$ cat src/rtl/memarb_pkg.sv
// Shared types for the data-memory arbiter: FSM states, requester identity,
// and the latched memory request record.
package memarb_pkg;

    // Width of the address/data fields carried in the latched request.
    localparam int MEMARB_DW = 32;

    // Arbiter sequencing states.
    typedef enum logic [2:0] {
        IDLE   = 3'd0,
        BUSY_M = 3'd1,
        BUSY_X = 3'd2,
        DONE_M = 3'd3,
        DONE_X = 3'd4
    } arb_state_t;

    // Which requester owns a grant.
    typedef enum logic {
        REQ_M = 1'b0,
        REQ_X = 1'b1
    } req_src_t;

    // Request fields captured at grant time and replayed to memory while busy.
    typedef struct packed {
        logic                 we;
        logic [MEMARB_DW-1:0] addr;
        logic [MEMARB_DW-1:0] wdata;
        logic [2:0]           ctrl;
    } mem_req_t;

    // Assemble a request record from individual fields.
    function automatic mem_req_t build_req(
        input logic                 we,
        input logic [MEMARB_DW-1:0] addr,
        input logic [MEMARB_DW-1:0] wdata,
        input logic [2:0]           ctrl
    );
        mem_req_t r;
        r.we    = we;
        r.addr  = addr;
        r.wdata = wdata;
        r.ctrl  = ctrl;
        return r;
    endfunction

    // True while a memory access is in flight.
    function automatic logic is_busy(input arb_state_t s);
        return (s == BUSY_M) || (s == BUSY_X);
    endfunction

endpackage

$ cat src/rtl/memarb_timeout.sv
// 8-bit watchdog counter for an outstanding memory access. Counts enabled
// cycles, clears on request, and flags when the last allowed cycle is reached.
module memarb_timeout #(
    parameter int MEM_TIMEOUT = 16
) (
    input  logic clk,
    input  logic rst,
    input  logic i_clr,
    input  logic i_en,
    output logic o_expired
);

    // The final waiting cycle is the one where the count equals MEM_TIMEOUT-1.
    localparam logic [7:0] LIMIT_M1 = 8'(MEM_TIMEOUT - 1);

    logic [7:0] r_cnt;

    // Cycle counter: clear has priority over enable.
    always_ff @(posedge clk) begin
        if (rst) begin
            r_cnt <= 8'd0;
        end else if (i_clr) begin
            r_cnt <= 8'd0;
        end else if (i_en) begin
            r_cnt <= r_cnt + 8'd1;
        end else begin
            r_cnt <= r_cnt;
        end
    end

    assign o_expired = (r_cnt == LIMIT_M1);

endmodule

$ cat src/rtl/data_mem_arbiter.sv
// Arbiter sharing the single data-memory port between the pipeline memory
// stage (M) and an external loader/DMA requester (X). Each access runs
// IDLE (grant) -> BUSY (request until ack or timeout) -> DONE (response).
module data_mem_arbiter
    import memarb_pkg::*;
#(
    parameter int DATA_WIDTH   = MEMARB_DW,
    parameter int STARVE_LIMIT = 4,
    parameter int MEM_TIMEOUT  = 16
) (
    input  logic                  clk,
    input  logic                  rst,
    // Pipeline memory stage
    input  logic                  MemReqM,
    input  logic                  MemWriteM,
    input  logic [DATA_WIDTH-1:0] ALUResultM,
    input  logic [DATA_WIDTH-1:0] WriteDataM,
    input  logic [2:0]            AddressingControlM,
    output logic [DATA_WIDTH-1:0] ReadDataM,
    output logic                  StallM,
    // External requester
    input  logic                  XReqValid,
    output logic                  XReqReady,
    input  logic                  XWrite,
    input  logic [DATA_WIDTH-1:0] XAddr,
    input  logic [DATA_WIDTH-1:0] XWData,
    input  logic [2:0]            XAddressingControl,
    output logic                  XRspValid,
    output logic [DATA_WIDTH-1:0] XRData,
    // Data memory
    output logic                  MemReq,
    output logic                  MemWE,
    output logic [DATA_WIDTH-1:0] MemA,
    output logic [DATA_WIDTH-1:0] MemWD,
    output logic [2:0]            MemAddrCtrl,
    input  logic [DATA_WIDTH-1:0] MemRD,
    input  logic                  MemAck,
    // Status
    output logic                  ErrFlag
);

    localparam logic [3:0] STARVE_LIM = 4'(STARVE_LIMIT);

    // Registered state
    arb_state_t            r_state;
    logic [3:0]            r_starve_cnt;
    mem_req_t              r_req;
    logic                  r_mem_req;
    logic                  r_xrsp_valid;
    logic                  r_err_flag;
    logic [DATA_WIDTH-1:0] r_read_data_m;
    logic [DATA_WIDTH-1:0] r_xrdata;

    // Combinational decode
    logic                  w_grant_vld;
    req_src_t              w_grant_src;
    mem_req_t              w_sel_req;
    logic                  w_busy;
    logic                  w_finish;
    logic                  w_tmo_en;
    logic                  w_tmo_clr;
    logic                  w_tmo_expired;

    // IDLE grant decision: X wins when M is quiet or M has starved X long enough.
    always_comb begin
        w_grant_vld = 1'b0;
        w_grant_src = REQ_M;
        if (r_state == IDLE) begin
            if (XReqValid && (!MemReqM || (r_starve_cnt == STARVE_LIM))) begin
                w_grant_vld = 1'b1;
                w_grant_src = REQ_X;
            end else if (MemReqM) begin
                w_grant_vld = 1'b1;
                w_grant_src = REQ_M;
            end else begin
                w_grant_vld = 1'b0;
                w_grant_src = REQ_M;
            end
        end else begin
            w_grant_vld = 1'b0;
            w_grant_src = REQ_M;
        end
    end

    // Select the request fields of the requester being granted.
    always_comb begin
        w_sel_req = '0;
        if (w_grant_src == REQ_X) begin
            w_sel_req = build_req(XWrite, XAddr, XWData, XAddressingControl);
        end else begin
            w_sel_req = build_req(MemWriteM, ALUResultM, WriteDataM, AddressingControlM);
        end
    end

    // An access ends on ack, or on the last permitted cycle without ack.
    assign w_busy    = is_busy(r_state);
    assign w_finish  = w_busy && (MemAck || w_tmo_expired);
    assign w_tmo_en  = w_busy && !MemAck;
    assign w_tmo_clr = !w_busy || w_finish;

    memarb_timeout #(
        .MEM_TIMEOUT (MEM_TIMEOUT)
    ) u_timeout (
        .clk       (clk),
        .rst       (rst),
        .i_clr     (w_tmo_clr),
        .i_en      (w_tmo_en),
        .o_expired (w_tmo_expired)
    );

    // Main sequencer: grant, memory handshake, response capture, error latch.
    always_ff @(posedge clk) begin
        if (rst) begin
            r_state       <= IDLE;
            r_starve_cnt  <= 4'd0;
            r_req         <= '0;
            r_mem_req     <= 1'b0;
            r_xrsp_valid  <= 1'b0;
            r_err_flag    <= 1'b0;
            r_read_data_m <= '0;
            r_xrdata      <= '0;
        end else begin
            case (r_state)
                IDLE: begin
                    r_xrsp_valid <= 1'b0;
                    if (w_grant_vld) begin
                        r_req     <= w_sel_req;
                        r_mem_req <= 1'b1;
                        if (w_grant_src == REQ_X) begin
                            r_state      <= BUSY_X;
                            r_starve_cnt <= 4'd0;
                        end else begin
                            r_state <= BUSY_M;
                            // Only count M grants that actually made X wait.
                            if (XReqValid && (r_starve_cnt != STARVE_LIM)) begin
                                r_starve_cnt <= r_starve_cnt + 4'd1;
                            end else begin
                                r_starve_cnt <= r_starve_cnt;
                            end
                        end
                    end else begin
                        r_state <= IDLE;
                    end
                end
                BUSY_M: begin
                    if (MemAck) begin
                        r_read_data_m <= MemRD;
                        r_mem_req     <= 1'b0;
                        r_state       <= DONE_M;
                    end else if (w_tmo_expired) begin
                        r_read_data_m <= '0;
                        r_err_flag    <= 1'b1;
                        r_mem_req     <= 1'b0;
                        r_state       <= DONE_M;
                    end else begin
                        r_state <= BUSY_M;
                    end
                end
                BUSY_X: begin
                    if (MemAck) begin
                        r_xrdata     <= MemRD;
                        r_mem_req    <= 1'b0;
                        r_xrsp_valid <= 1'b1;
                        r_state      <= DONE_X;
                    end else if (w_tmo_expired) begin
                        r_xrdata     <= '0;
                        r_err_flag   <= 1'b1;
                        r_mem_req    <= 1'b0;
                        r_xrsp_valid <= 1'b1;
                        r_state      <= DONE_X;
                    end else begin
                        r_state <= BUSY_X;
                    end
                end
                DONE_M: begin
                    r_state <= IDLE;
                end
                DONE_X: begin
                    // Response pulse lasts exactly this one cycle.
                    r_xrsp_valid <= 1'b0;
                    r_state      <= IDLE;
                end
                default: begin
                    r_state      <= IDLE;
                    r_mem_req    <= 1'b0;
                    r_xrsp_valid <= 1'b0;
                end
            endcase
        end
    end

    // Memory-side outputs replay the latched request; write enable only
    // means anything alongside an active request, so it is gated by it.
    assign MemReq      = r_mem_req;
    assign MemWE       = r_mem_req & r_req.we;
    assign MemA        = r_req.addr;
    assign MemWD       = r_req.wdata;
    assign MemAddrCtrl = r_req.ctrl;

    // Requester-side outputs.
    assign ReadDataM = r_read_data_m;
    assign XRData    = r_xrdata;
    assign XRspValid = r_xrsp_valid;
    assign ErrFlag   = r_err_flag;
    assign XReqReady = w_grant_vld && (w_grant_src == REQ_X);

    // The pipeline is released only in the cycle its result is presented.
    assign StallM = MemReqM && (r_state != DONE_M);

endmodule

$ cat config.mk
export PLATFORM = sky130hd
export DESIGN_NAME = data_mem_arbiter
export DESIGN_NICKNAME = d
export VERILOG_FILES = /design/src/rtl/memarb_pkg.sv /design/src/rtl/memarb_timeout.sv /design/src/rtl/data_mem_arbiter.sv
export SDC_FILE = /design/constraint.sdc
export NUM_CORES = 1
export LEC_CHECK = 0
export CORE_ASPECT_RATIO = 0.9
export CORE_MARGIN = 8
export CORE_UTILIZATION = 42
export CTS_CLUSTER_SIZE = 12
export DETAILED_ROUTE_END_ITERATION = 6
export PLACE_DENSITY_LB_ADDON = 0.08
export SLEW_MARGIN = 25
export SYNTH_ARGS = -nofsm -noshare
export SYNTH_HDL_FRONTEND = slang
export SYNTH_SLANG_ARGS = --single-unit
$ cat constraint.sdc
create_clock -name clk -period 2.7 [get_ports clk]
set_clock_uncertainty 0.1 [all_clocks]
set_input_delay 0.405 -clock clk [delete_from_list [all_inputs] [get_ports clk]]
set_output_delay 0.405 -clock clk [all_outputs]
set_load 0.1 [all_outputs]
# Yosys cells after proc, flatten, opt, wreduce, memory -nomap -nowiden

Index checks and enable logic that the tools add are counted.

Input bits: 173
Logic and storage cells: 80
Flip-flop bits (word level): 150
Output and inout bits: 137

Equal/unequal tests: 11
Mux-type cells: 24
$add $sub $neg: 2
Bitwise operators: 4
Reductions and logical operators: 27

Operators with widths:

| operator                                               | count |
|---|---|
| 2-to-1 mux 68 bit                                      | 1 |
| 2-to-1 mux 32 bit                                      | 2 |
| 2-to-1 mux 1 bit                                       | 10 |
| 2-to-1 mux 3 bit                                       | 3 |
| one-hot mux 3 bit (3 select lines)                     | 1 |
| AND reduction 3 bit                                    | 3 |
| adder 8 x 1 -> 8 bit (second input constant)           | 1 |
| == test 8 x 4 -> 1 bit (second input constant)         | 1 |
| 2-to-1 mux 4 bit                                       | 2 |
| AND reduction 2 bit                                    | 4 |
| OR reduction 2 bit                                     | 4 |
| == test 3 x 2 -> 1 bit (second input constant)         | 2 |
| logical AND 1 bit                                      | 6 |
| 2-to-1 mux 2 bit                                       | 3 |
| adder 4 x 1 -> 4 bit (second input constant)           | 1 |
| == test 4 x 3 -> 1 bit (second input constant)         | 1 |
| logical OR 1 bit                                       | 4 |
| inequality test 4 x 3 -> 1 bit (second input constant) | 1 |
| nonzero test 2 bit                                     | 2 |
| == test 3 x 1 -> 1 bit (second input constant)         | 1 |
| == test 3 bit (second input constant)                  | 1 |
| logical NOT 1 bit                                      | 3 |
| logical NOT 3 bit                                      | 1 |
| inequality test 3 x 1 -> 1 bit (second input constant) | 1 |
| 7 further kinds                                        | 9 |

# Logic depth before layout (Yosys ltp)

Depth after elaboration: 8
Gate-level depth with buffers: 8
Gate-level depth less buffers: 6

# By module

From an unflattened synthesis, not the netlist that was laid out.

Cell total of the unflattened synthesis: 624
Area, all modules: 6571.3 um^2

Modules (own cells, without submodules):

| module           | area an instance (um^2) | seq. area each (um^2) | times used | cells an instance |
|---|---|---|---|---|
| data_mem_arbiter | 6213.5                  | 2842.7                | 1          | 584 |
| memarb_timeout   | 357.8                   | 160.2                 | 1          | 40 |

# Least setup slack after synthesis

OpenSTA, ideal clock, no wires.

Path type: reg2out
Start: register r_mem_req, in the netlist MemReq
End: output port MemWE
Setup slack: 0.382 ns
Arrival time: 1.813 ns
Path buffers: 0
Required time: 2.195 ns
Stages on the path, launching flop included: 2
Cell sequence: dfxtp_1 -> and2_1

Word-level cells in the longest chain between the ends: 1

RTL lines:

| element                  | RTL line                | source |
|---|---|---|
| start: declaration       | data_mem_arbiter.sv:48  | `logic r_mem_req;` |
| start signal: assignment | data_mem_arbiter.sv:117 | `r_mem_req <= 1'b0;` |
| start signal: assignment | data_mem_arbiter.sv:128 | `r_mem_req <= 1'b1;` |
| start signal: assignment | data_mem_arbiter.sv:148 | `r_mem_req <= 1'b0;` |
| bitwise AND 1 bit        | data_mem_arbiter.sv:195 | `assign MemWE = r_mem_req & r_req.we;` |
| end: declaration         | data_mem_arbiter.sv:32  | `output logic MemWE,` |

No other way between the ends.

# Worst setup path in the final report

Start: register r_state[1]
End: output port XReqReady

Word-level cells in the longest chain between the ends: 3
Elaborated cells between the ends (all ways): 4
Classes of those cells: mux: 2; reduce/logical: 2

RTL lines:

| element                  | RTL line                | source |
|---|---|---|
| start: declaration       | data_mem_arbiter.sv:45  | `arb_state_t r_state;` |
| start signal: assignment | data_mem_arbiter.sv:114 | `r_state <= IDLE;` |
| start signal: assignment | data_mem_arbiter.sv:130 | `r_state <= BUSY_X;` |
| start signal: assignment | data_mem_arbiter.sv:133 | `r_state <= BUSY_M;` |
| logical NOT 3 bit (*)    | data_mem_arbiter.sv:68  | `if (r_state == IDLE) begin` |
| 2-to-1 mux 1 bit         | data_mem_arbiter.sv:68  |  |
| logical AND 1 bit (*)    | data_mem_arbiter.sv:205 | `assign XReqReady = w_grant_vld && (w_grant_src == REQ_X);` |
| end: declaration         | data_mem_arbiter.sv:23  | `output logic XReqReady,` |

Mark *: on every way between the ends. The rest lies on a longest branch, timed or not.

==> flow_summary.yaml <==
run_status:
  status: "completed"
yosys:
  synth_edf_count: 0
  postSynthCellCount: 552
  synthMuxAreaShare: 0.101
  synthAdderAreaFrac: 0.00549
  synth_top_flop_cell: "dfxtp_1"
  syn_area_per_cell_um2: 12.4
  ys_warn_count: 0
  synth_top_family_by_area: "compound AO/OA/AOI/OAI gates"
  yosys_register_bits: 150
  synthArstFlopShare: 0
  synth_xor_area_frac: 0.00769
  syn_nets: 728
  ys_types: 45
  synth-compound-area-share: 0.263
  synth_seq_area_share: 0.439
  syn_area_um2: 6840
  synth_simple_gate_area_share: 0.0474
floorplan:
  die_area_um2: 20600
  core_um2: 16000
  die_h_um: 137
  rows: 44
  initial_utilization: 0.427
  io_pins: 310
  die_w_um: 150
place:
  place_hpwl_um: 15500
  routabilityCongestion: 0.800
  portBuffers: 309
global_route:
  grt_pass1_vias: 5491
  overflow: 0
  grt_first_pass_wirelength_um: 30800
  grt_use_total: 0.190
  grt_max_degree: 69
  grt_antenna_before_repair: 0
route:
  ant_nets: 0
  drc: 0
  route.vias.total: 5335
  drt-total-wl_um: 20500
  first_pass_iters: 5
  wl_per_cell_um: 20.4
  via_per_inst: 5.30
  first_iter_violations: 276
clocking:
  cts_root_buf: "clkbuf_16"
  clock_latency_ns: 0.42
  clkSinkCount: 150
  cts_hold_buffers: 0
  cts_buffers: 17
  cts_tree: "yes"
  cts-htree-levels: 4
  cts.clk_slew.worst_paths_ns: 0.06
  clockBufferDepth: 2
critical_path:
  critPathCaptureType: "output pin"
  crit_path_start_kind: "flip-flop"
  required_ns: 2.19
  criticalPathCategory: "reg -> out"
  critPathMaxFanout: 16
  crit_arrival_ns: 2.09
power:
  p_int_w: 0.00471
  power_frac_seq: 0.332
  ir_worst_vdd_uv: 556
  leakagePower_nw: 3.87
  clock_power_share: 0.331
  switching_share: 0.384
  powerDensity_nw_per_um2: 776
  combPwrFrac: 0.337
  power.switching_w: 0.00294
finish:
  utilization: 0.616
  areaGrowthSynthToFinish_pct: 44.3
  final_nets: 963
  n_antenna_cell: 0
  layout_commonest_cell: "clkdlybuf4s50_1"
  layout_common_cells: "clkdlybuf4s50_1 (172), buf_4 (150), dfxtp_1 (149)"
  multi_input_area_um2: 2940
  fillers: 1279
  regArea_um2: 3000
  drive_gt1_frac: 0.339
timing:
  timing.setup.tns_ns: 0
  fin_crit_ns: 2.59
  rsz0062_at_grt: "false"
  fin_crit_sh: 0.960
  slew_viol_final: 0
  hold_viol_final: 0
  fmax_ghz: 0.386
  tightest_slew_ns: 0.852
  setup_viol: 0
  relSlewSlack: 0.432
min_path:
  min_path_type: "reg -> reg"
flow_run:
  max-cap-violations: 0
## sequential cells by signal, indices dropped and copies added (netlist names)
name,cells
ErrFlag,1
MemAddrCtrl,3
MemReq,1
MemWD,32
u_timeout.r_cnt,8
XRspValid,1
r_state,3
XRData,32
ReadDataM,32
r_starve_cnt,4
MemA,32
r_req,1
## synth_stat cells (all sizes together), types with 3 or more instances
cell type  number  share of area
nor4            3         0.0037
xor2            6         0.0077
and3            5         0.0046
a21oi          11         0.0097
inv             6         0.0033
nand2           6         0.0033
a32o           64          0.094
dfxtp         150           0.44
o2bb2ai        68           0.15
nand3           3         0.0022
nand3b          4         0.0044
clkbuf         22          0.014
nor2           13         0.0071
mux2i          69           0.10
nor3b           3         0.0048
buf            91           0.12
ha              3         0.0055
nand4           4         0.0037
## worst max-delay path, stage by stage (launching register included)
cell	delay, ns
dfxtp_1	0.44
or4b_4	0.62
a21oi_4	0.20
buf_12	0.20
buf_12	0.19
## final timing paths
| kind | startpoint | end | slack [ns] | cells after the start |
|---|---|---|---|---|
| max | r_state[1] | XReqReady | 0.11 | 4 |
| min | ReadDataM[6] | ReadDataM[6] | 0.37 | 1 |
| max reg2reg | u_timeout.r_cnt[0] | XRData[22] | 0.18 | 6 |
| min reg2reg | ReadDataM[6] | ReadDataM[6] | 0.37 | 1 |
## power groups by stage
| stage | Clock [W] | Sequential [W] | Combinational, W |
|---|---|---|---|
| global placement | 0 | 0.00258 | 0.00258 |
| CTS | 0.00258 | 0.00254 | 0.00260 |
| detailed placement | 0 | 0.00259 | 0.00260 |
| floorplan | 0 | 0.00288 | 0.00178 |
| global route | 0.00269 | 0.00257 | 0.00266 |
| finish | 0.00253 | 0.00254 | 0.00258 |
## metal layers
metal | global-route usage | share of wire | vias up
li1 | - | - | 2522
met4 | 0.0638 | 0.017 | 0
met3 | 0.0661 | 0.089 | 20
met1 | 0.212 | 0.39 | 2590
met2 | 0.332 | 0.51 | 203
met5 | 0 | 0 | -
## logic make-up (layout without fill, tap and decap cells)
group | count (synthesis) | in the layout
simple gates | 53 | 53
mux | 69 | 69
xor+xnor | 6 | 6
buf+inv | 120 | 368
fa+ha+maj | 3 | 3
compound gates | 151 | 151
flops | 150 | 150
## area by class of cell
| cell class | count | share of cell area |
|---|---|---|
| Sequential cell | 150 | 0.305 |
| Inverter | 6 | 0.00228 |
| Multi-Input combinational cell | 282 | 0.298 |
| Tap cell | 207 | 0.0263 |
| Clock buffer | 19 | 0.0439 |
| Timing Repair Buffer | 330 | 0.305 |
| Clock inverter | 13 | 0.0197 |
## metrics by stage
| step | cell area, µm² | instances | hold WS (ns) | setup slack (ns) | power, W |
|---|---|---|---|---|---|
| after floorplan | 6840 | 552 | 0.322 | 0.382 | 0.00466 |
| after global placement | 9240 | 975 | 0.341 | 0.138 | 0.00516 |
| after detailed placement | 9240 | 975 | 0.356 | 0.105 | 0.00518 |
| after CTS | 9860 | 1007 | 0.371 | 0.0691 | 0.00773 |
| after global routing | 9860 | 1007 | 0.379 | 0.0101 | 0.00792 |
| final | 9860 | 1007 | 0.365 | 0.108 | 0.00765 |
## timing repair
action	in CTS	in global routing
setup endpoints to repair	0	1
setup buffers	0	0
gates resized for setup	0	1
Note: power is estimated with default switching activity, not from simulation.
